<file path="config.mk">
export PLATFORM = sky130hd
export DESIGN_NAME = ham13_tx_arbiter
export DESIGN_NICKNAME = d
export VERILOG_FILES = /design/src/rtl/ham13_tx_arbiter.sv
export SDC_FILE = /design/constraint.sdc
export NUM_CORES = 1
export LEC_CHECK = 0
export ABC_AREA = 1
export BUFFER_PORTS_ARGS = -buffer_cell sky130_fd_sc_hd__buf_4
export CAP_MARGIN = 25
export CORE_MARGIN = 3
export CORE_UTILIZATION = 44
export DETAILED_ROUTE_END_ITERATION = 8
export PLACE_DENSITY = 0.79
export SLEW_MARGIN = 15
export SYNTH_ARGS = -nofsm -noshare
export SYNTH_HDL_FRONTEND = slang
export SYNTH_SLANG_ARGS = --single-unit
</file>
<file path="constraint.sdc">
create_clock -name clk -period 1.9 [get_ports clk]
set_input_delay 0.285 -clock clk [delete_from_list [all_inputs] [get_ports clk]]
set_output_delay 0.285 -clock clk [all_outputs]
set_load 0.02 [all_outputs]
</file>
<file path="src/rtl/ham13_tx_arbiter.sv">
// Round-robin arbiter that shares one Hamming(13,8) UART transmitter among NUM_REQ byte producers.
// Define HAM13_TX_GAP_EN to compile in the post-frame idle gap (GAP state + 16-bit counter).
module ham13_tx_arbiter #(
  parameter int  NUM_REQ    = 4,
  parameter int  GAP_CYCLES = 1736,
  localparam int ID_W       = $clog2(NUM_REQ)
) (
  input  logic                 clk,
  input  logic                 rst_n,
  input  logic [NUM_REQ-1:0]   req_valid,
  input  logic [NUM_REQ*8-1:0] req_data,
  output logic [NUM_REQ-1:0]   req_ready,
  output logic [7:0]           tx_data,
  output logic                 tx_start,
  input  logic                 tx_done,
  output logic                 busy,
  output logic [ID_W-1:0]      grant_id,
  output logic                 sent_pulse,
  output logic [ID_W-1:0]      sent_id
);

`ifdef HAM13_TX_GAP_EN
  typedef enum logic [1:0] {S_IDLE, S_START, S_WAIT_DONE, S_GAP} state_e;
  localparam logic [15:0] GAP_LOAD = 16'(GAP_CYCLES);
`else
  typedef enum logic [1:0] {S_IDLE, S_START, S_WAIT_DONE} state_e;
`endif

  state_e               state_q, state_d;
  logic [ID_W-1:0]      last_grant_q, last_grant_d;
  logic [7:0]           tx_data_q, tx_data_d;
  logic [ID_W-1:0]      grant_id_q, grant_id_d;
  logic                 tx_start_q, tx_start_d;
  logic [NUM_REQ-1:0]   req_ready_q, req_ready_d;
  logic                 busy_q, busy_d;
  logic                 sent_pulse_q, sent_pulse_d;
  logic [ID_W-1:0]      sent_id_q, sent_id_d;
`ifdef HAM13_TX_GAP_EN
  logic [15:0]          gap_cnt_q, gap_cnt_d;
`endif

  logic                 win_found;
  logic [ID_W-1:0]      win_idx;
  int                   cand;

  // Rotating priority: scan upward from the requester after the last winner, wrapping once.
  always_comb begin
    win_found = 1'b0;
    win_idx   = '0;
    cand      = 0;
    for (int off = 1; off <= NUM_REQ; off++) begin
      cand = int'(last_grant_q) + off;
      if (cand >= NUM_REQ) cand = cand - NUM_REQ;
      if (!win_found && req_valid[cand[ID_W-1:0]]) begin
        win_found = 1'b1;
        win_idx   = cand[ID_W-1:0];
      end
    end
  end

  always_comb begin
    // NOTE: every signal gets a default before the case so no path leaves it unassigned (no latches).
    state_d      = state_q;
    last_grant_d = last_grant_q;
    tx_data_d    = tx_data_q;
    grant_id_d   = grant_id_q;
    tx_start_d   = 1'b0;
    req_ready_d  = '0;
    busy_d       = busy_q;
    sent_pulse_d = 1'b0;
    sent_id_d    = sent_id_q;
`ifdef HAM13_TX_GAP_EN
    gap_cnt_d    = gap_cnt_q;
`endif

    case (state_q)
      S_IDLE: begin
        if (win_found) begin
          state_d              = S_START;
          last_grant_d         = win_idx;
          grant_id_d           = win_idx;
          tx_data_d            = req_data[{win_idx, 3'b000} +: 8];
          tx_start_d           = 1'b1;
          req_ready_d[win_idx] = 1'b1;
          busy_d               = 1'b1;
        end
      end

      S_START: state_d = S_WAIT_DONE;

      S_WAIT_DONE: begin
        if (tx_done) begin
          sent_pulse_d = 1'b1;
          sent_id_d    = grant_id_q;
`ifdef HAM13_TX_GAP_EN
          if (GAP_LOAD != 16'd0) begin
            state_d   = S_GAP;
            gap_cnt_d = GAP_LOAD;
          end else begin
            state_d = S_IDLE;
            busy_d  = 1'b0;
          end
`else
          state_d = S_IDLE;
          busy_d  = 1'b0;
`endif
        end
      end

`ifdef HAM13_TX_GAP_EN
      // The line stays quiet for GAP_LOAD clocks after tx_done before requests are looked at again.
      S_GAP: begin
        gap_cnt_d = gap_cnt_q - 16'd1;
        if (gap_cnt_d == 16'd0) begin
          state_d = S_IDLE;
          busy_d  = 1'b0;
        end
      end
`endif

      default: begin
        state_d = S_IDLE;
        busy_d  = 1'b0;
      end
    endcase
  end

  // NOTE: state registers use non-blocking assignments so all flops update from pre-edge values.
  always_ff @(posedge clk or negedge rst_n) begin
    if (!rst_n) begin
      state_q      <= S_IDLE;
      last_grant_q <= ID_W'(NUM_REQ - 1);
      tx_data_q    <= '0;
      grant_id_q   <= '0;
      tx_start_q   <= 1'b0;
      req_ready_q  <= '0;
      busy_q       <= 1'b0;
      sent_pulse_q <= 1'b0;
      sent_id_q    <= '0;
`ifdef HAM13_TX_GAP_EN
      gap_cnt_q    <= '0;
`endif
    end else begin
      state_q      <= state_d;
      last_grant_q <= last_grant_d;
      tx_data_q    <= tx_data_d;
      grant_id_q   <= grant_id_d;
      tx_start_q   <= tx_start_d;
      req_ready_q  <= req_ready_d;
      busy_q       <= busy_d;
      sent_pulse_q <= sent_pulse_d;
      sent_id_q    <= sent_id_d;
`ifdef HAM13_TX_GAP_EN
      gap_cnt_q    <= gap_cnt_d;
`endif
    end
  end

  assign req_ready  = req_ready_q;
  assign tx_data    = tx_data_q;
  assign tx_start   = tx_start_q;
  assign busy       = busy_q;
  assign grant_id   = grant_id_q;
  assign sent_pulse = sent_pulse_q;
  assign sent_id    = sent_id_q;

endmodule

</file>
[Word-level counts from Yosys, hierarchy flattened]
Cells that the tools add are included.
Word-level totals
  register bits: 23
  input bits: 39
  output and inout port bits: 19
  logic and storage cells: 79
Operators by class
  $add $sub $neg: 8
  order comparisons: 10
  equal/unequal tests: 4
  shifts and indexed selects: 1
  muxes and demuxes: 34
  bitwise operators: 1
  reductions and logical operators: 12
Operators by type and width (number)
  $shiftx A32 B6 Y8: 1
  $mux W2: 10
  $lt A2 B3 Y1 const B: 5
  $mux W1: 15
  $ge A3 B3 Y1 const B: 3
  $bmux W1 S2: 4
  $mux W4: 2
  $sub A2 B1 Y2 const B: 4
  $add A2 B2 Y3 const B: 2
  $pmux W2 S3: 1
  $reduce_and A2 Y1: 3
  $add A2 B3 Y4 const B: 1
  $ge A4 B3 Y1 const B: 1
  $logic_and A1 B1 Y1: 4
  $ne A2 B2 Y1 const B: 2
  $add A2 B1 Y3 const B: 1
  $logic_not A1 Y1: 3
  $pmux W1 S3: 1
  $reduce_and A3 Y1: 1
  $demux W1 S2: 1
  $eq A2 B1 Y1 const B: 1
  $eq A2 B2 Y1 const B: 1
  $ge A2 B1 Y1 const B: 1
  $logic_not A2 Y1: 1
  $not A1 Y1: 1

[Longest topological paths before layout]
  word-level depth: 21
  mapped depth: 16
  mapped depth without buffers: 14

[Worst setup path after synthesis]
No wires, ideal clock.
  kind: register to register
  start: register last_grant_q[0]
  end: register tx_data_q[1], in the netlist tx_data[1]
  library setup time: 0.124 ns
  arrival: 1.659 ns
  setup slack: 0.117 ns
  cell stages (with the launch flop): 15
  path through: dfstp_2 buf_6 inv_4 nand2_1 nand2_2 nand2_1 nand2_2 inv_2 nand2_2 nand2_4 nand3_4 buf_6 or2_0 nand3_1 nand3_1
On the way
  longest elaborated chain between the ends: 16
  elaborated cells on any way between the ends: 40
  classes of those cells: add/sub: 8; order compare: 4; shift: 1; mux: 20; reduce/logical: 7
Ends and longest elaborated chain
  from (decl): RTL line 30  | logic [ID_W-1:0] last_grant_q, last_grant_d;
  from (signal assigned): RTL line 132  | last_grant_q <= ID_W'(NUM_REQ - 1);
  from (signal assigned): RTL line 145  | last_grant_q <= last_grant_d;
  $add A2 B1 Y3: RTL line 52  | cand = int'(last_grant_q) + off;
  $ge A3 B3 Y1 or $sub A2 B1 Y2 (tied branches): RTL line 53  | if (cand >= NUM_REQ) cand = cand - NUM_REQ;
  $mux W2: RTL line 53
  $bmux W1 S2: RTL line 54  | if (!win_found && req_valid[cand[ID_W-1:0]]) begin
  $mux W1 (implied by the code): RTL line 54
  $mux W1: RTL line 54
  $logic_not A1 Y1: RTL line 54
  $logic_and A1 B1 Y1: RTL line 54
  $mux W1: RTL line 54
  $logic_not A1 Y1: RTL line 54
  $logic_and A1 B1 Y1: RTL line 54
  $mux W1: RTL line 54
  $logic_not A1 Y1: RTL line 54
  $logic_and A1 B1 Y1: RTL line 54
  $mux W2 or $mux W1 (tied branches): RTL line 54
  $shiftx A32 B6 Y8 or $reduce_and A2 Y1 (tied branches)
  to (signal assigned): RTL line 146  | tx_data_q <= tx_data_d;
  to (decl): RTL line 31  | logic [7:0] tx_data_q, tx_data_d;
Several ways; a longest one is shown, not always the timed one. The select of a mux whose other input is x is not followed.
A chain may end at the register's enable or synchronous reset.

[Worst setup path in the final report]
  start: register last_grant_q[0]
  end: register tx_data_q[3], in the netlist tx_data[3]
The elaborated chain is that of the path after synthesis.

==> flow_summary.ini <==
[cts]
cts_tree = done
clk_latency_ns = 0.31
clockBufferDepth = 2
cts.sinks = 23
cts_root_buf = clkbuf_4
htree_levels = 1
numCtsBuffers = 3
cts.clk_slew.worst_paths_ns = 0.13

[die]
core_area_um2 = 3200
die_y_um = 65.1
die_w_um = 65.1
start_util = 0.480
dieArea_um2 = 4240
rows = 20
ioPinCount = 58

[global_route]
grt_pass1_vias = 1590
grt_max_degree = 24
grt_pass1_wl_mm = 6.67
grtUsageTotal = 0.198
antenna_found_initial = 0
overflow = 0

[sta]
layout_setup_ws_ns = -0.0422
setup_violations = 4
slew_viol_final = 0
worst_pin_slew_ns = 0.286
tns_ns = -0.0939
max_freq_ghz = 0.515
rsz0062_at_grt = true
fin_crit_ns = 1.94
timing_hold_violations_final = 0
max-slew-margin-rel = 0.809
fin_skew_ns = 0.00178
fin_crit_sh = 1.02

[power]
peakVddDrop_mv = 1.17
power_density_nw_per_um2 = 2180
power.leakage_nw = 1.37
power_mw = 5.13

[layout]
drive_gt1_frac = 0.452
n_antenna_cell = 0
area_growth_pct = 53.0
design_area_um2 = 2350
fin_nets = 343
fill_cells = 270
fin_cells = 347

[drt]
ant_nets = 0
wl_per_cell_um = 12.2
route.detailed.drc = 0
drtIter0Drc = 57
vias_per_cell = 4.91
wirelength_mm = 4.22
dr.pass1.iters = 4
vias = 1703

[synthesis]
seq_area_frac_synth = 0.376
avgSynthCellArea_um2 = 6.86
ys_seq_elements = 23
syn-num-nets = 263
netlist_area_um2 = 1540
synthCells = 224
synth.distinct_cells = 25
yosysWarnings = 0

[critical_path]
cp.arrival_ns = 2.16
cp-start-kind = flop
reg2reg_from = last_grant_q[0]$_DFFE_PN1P_
cp_max_fo = 8
critPathSlowestCell = dfstp_2
slowest_delay_ns = 0.62
crit_type = reg -> reg
crit_path_end_kind = flop
crit_required_ns = 2.11
crit_chain = inv_4, nand2_2, nand2_2, nand2_1, nand2_2, nand2_4, nand2_2, nand2_4, nand3_4, buf_6, nand2_1, nand2_1, nand3_1, nand3_1
reg2reg_depth = 14
startpoint = last_grant_q[0]$_DFFE_PN1P_
rrSetupSlack_ns = -0.04
cpMostUsedCell = nand2_2
rr_endpoint = tx_data[3]$_DFFE_PN0P_

[run]
maxCapViolCount = 0

[min_path]
holdCritStartpoint = tx_done
hold_end = sent_pulse$_DFF_PN0_
hold_depth = 3
min_path_type = in -> reg

[run_status]
status = complete, but fails checks
violations = setup timing

[placed_design]
port_buffers = 57
dpl.hpwl_mm = 2.76
gp_congestion = 0.926
placement.cell_area_um2 = 2020
post-place-cells = 325
[per-stage QoR]
stage               setup WS, ns   util  hold WS (ns)
floorplan                  0.117      -       -0.0106
global placement        -0.00432  0.629         0.187
detailed placement       -0.0866  0.629         0.190
CTS                      -0.0294  0.695         0.193
global route              -0.175  0.734         0.198
finish                   -0.0422  0.734         0.200
[cells by family after synthesis]
| family | synth area share |
|---|---|
| AO/OA/AOI/OAI | 0.0293 |
| AND/OR/NAND/NOR | 0.443 |
| buffers and inverters | 0.151 |
| flip-flops | 0.376 |
[flip-flops by register name, summed over array words and instances, names as in the netlist]
| name | count |
|---|---|
| sent_pulse | 1 |
| last_grant_q | 2 |
| state_q | 2 |
| tx_start | 1 |
| tx_data | 8 |
| req_ready | 4 |
| busy | 1 |
| sent_id | 2 |
| grant_id | 2 |
[layout make-up]
| cell class | count | area [um^2] | share of cell area |
|---|---|---|---|
| clock buffer | 3 | 22.5 | 0.00957 |
| inverter | 42 | 165 | 0.0702 |
| multi-input combinational | 152 | 880 | 0.374 |
| tap | 44 | 55.1 | 0.0234 |
| timing repair buffer | 82 | 647 | 0.275 |
| clock inverter | 1 | 5.00 | 0.00213 |
| sequential | 23 | 578 | 0.246 |
[what timing repair did]
action                                  CTS  global route
hold buffers                              1             0
pin swaps                                17            16
endpoints found under the setup margin    9            18
gates resized for setup                  23            29
hold endpoints to repair                 21             0
setup buffers                            10             3
gates cloned                              3             1
[critical path: cells and delay by family, from the launching register on]
| kind | cells | cell delay, ns |
|---|---|---|
| flops | 1 | 0.62 |
| simple gates | 12 | 0.99 |
| buf+inv | 2 | 0.23 |
[worst max-delay path by stage]
stage	end	slack, ns	cells after the start
after floorplan	tx_data[1]$_DFFE_PN0P_	0.12	14
after global placement	tx_data[6]$_DFFE_PN0P_	-0.004	12
after detailed placement	tx_data[6]$_DFFE_PN0P_	-0.09	12
after CTS	tx_data[0]$_DFFE_PN0P_	-0.03	13
after global routing	tx_data[3]$_DFFE_PN0P_	-0.17	14
final	tx_data[3]$_DFFE_PN0P_	-0.04	14
[cells in the mapped netlist (all sizes together)]
cell type | number | share of area
nor3 | 1 | 0.0033
nand2 | 86 | 0.23
inv | 42 | 0.10
or2 | 3 | 0.012
dfstp | 2 | 0.034
nand4 | 10 | 0.041
nor2 | 13 | 0.049
dfrtp | 21 | 0.34
a21oi | 2 | 0.0065
buf | 9 | 0.047
o21ai | 7 | 0.023
nand3 | 28 | 0.11
[power breakdown]
group          internal (mW)  switching [mW]  leakage [nW]
logic                   1.67            2.37          1.07
clock network         0.0788           0.150        0.0177
registers              0.732           0.127         0.286
total                   2.48            2.65          1.37
[routing by layer]
metal | vias to the layer above | part of all wire | track usage
li1 | 852 | - | -
met1 | 767 | 0.41 | 0.264
met2 | 73 | 0.49 | 0.332
met3 | 11 | 0.079 | 0.0427
met4 | 0 | 0.021 | 0.0389
met5 | - | 0 | 0
[cell usage in the layout, fill, tap and decap left out]
cell type      netlist  routed
buf_4                1      70
nand2_1             79      59
inv_1               36      35
nand3_1             25      21
dfrtp_1             21      21
nand2_2              5      19
nand4_1             10      10
buf_6                4       9
nand2_4              2       8
nor2_1              10       7
inv_2                5       5
nand3_2              1       5
nand3_4              2       4
o21ai_1              4       4
nor2_4               1       3
o21ai_0              3       3
clkbuf_4             0       3
nor2_2               1       2
a21oi_1              2       2
or2_0                2       2
buf_2                4       2
dfstp_2              2       2
inv_4                1       1
inv_6                0       1
nor2_8               1       1
nor3_1               1       1
or2_2                1       1
clkinv_2             0       1
dlygate4sd3_1        0       1
Power figures use the tool's default switching activity.
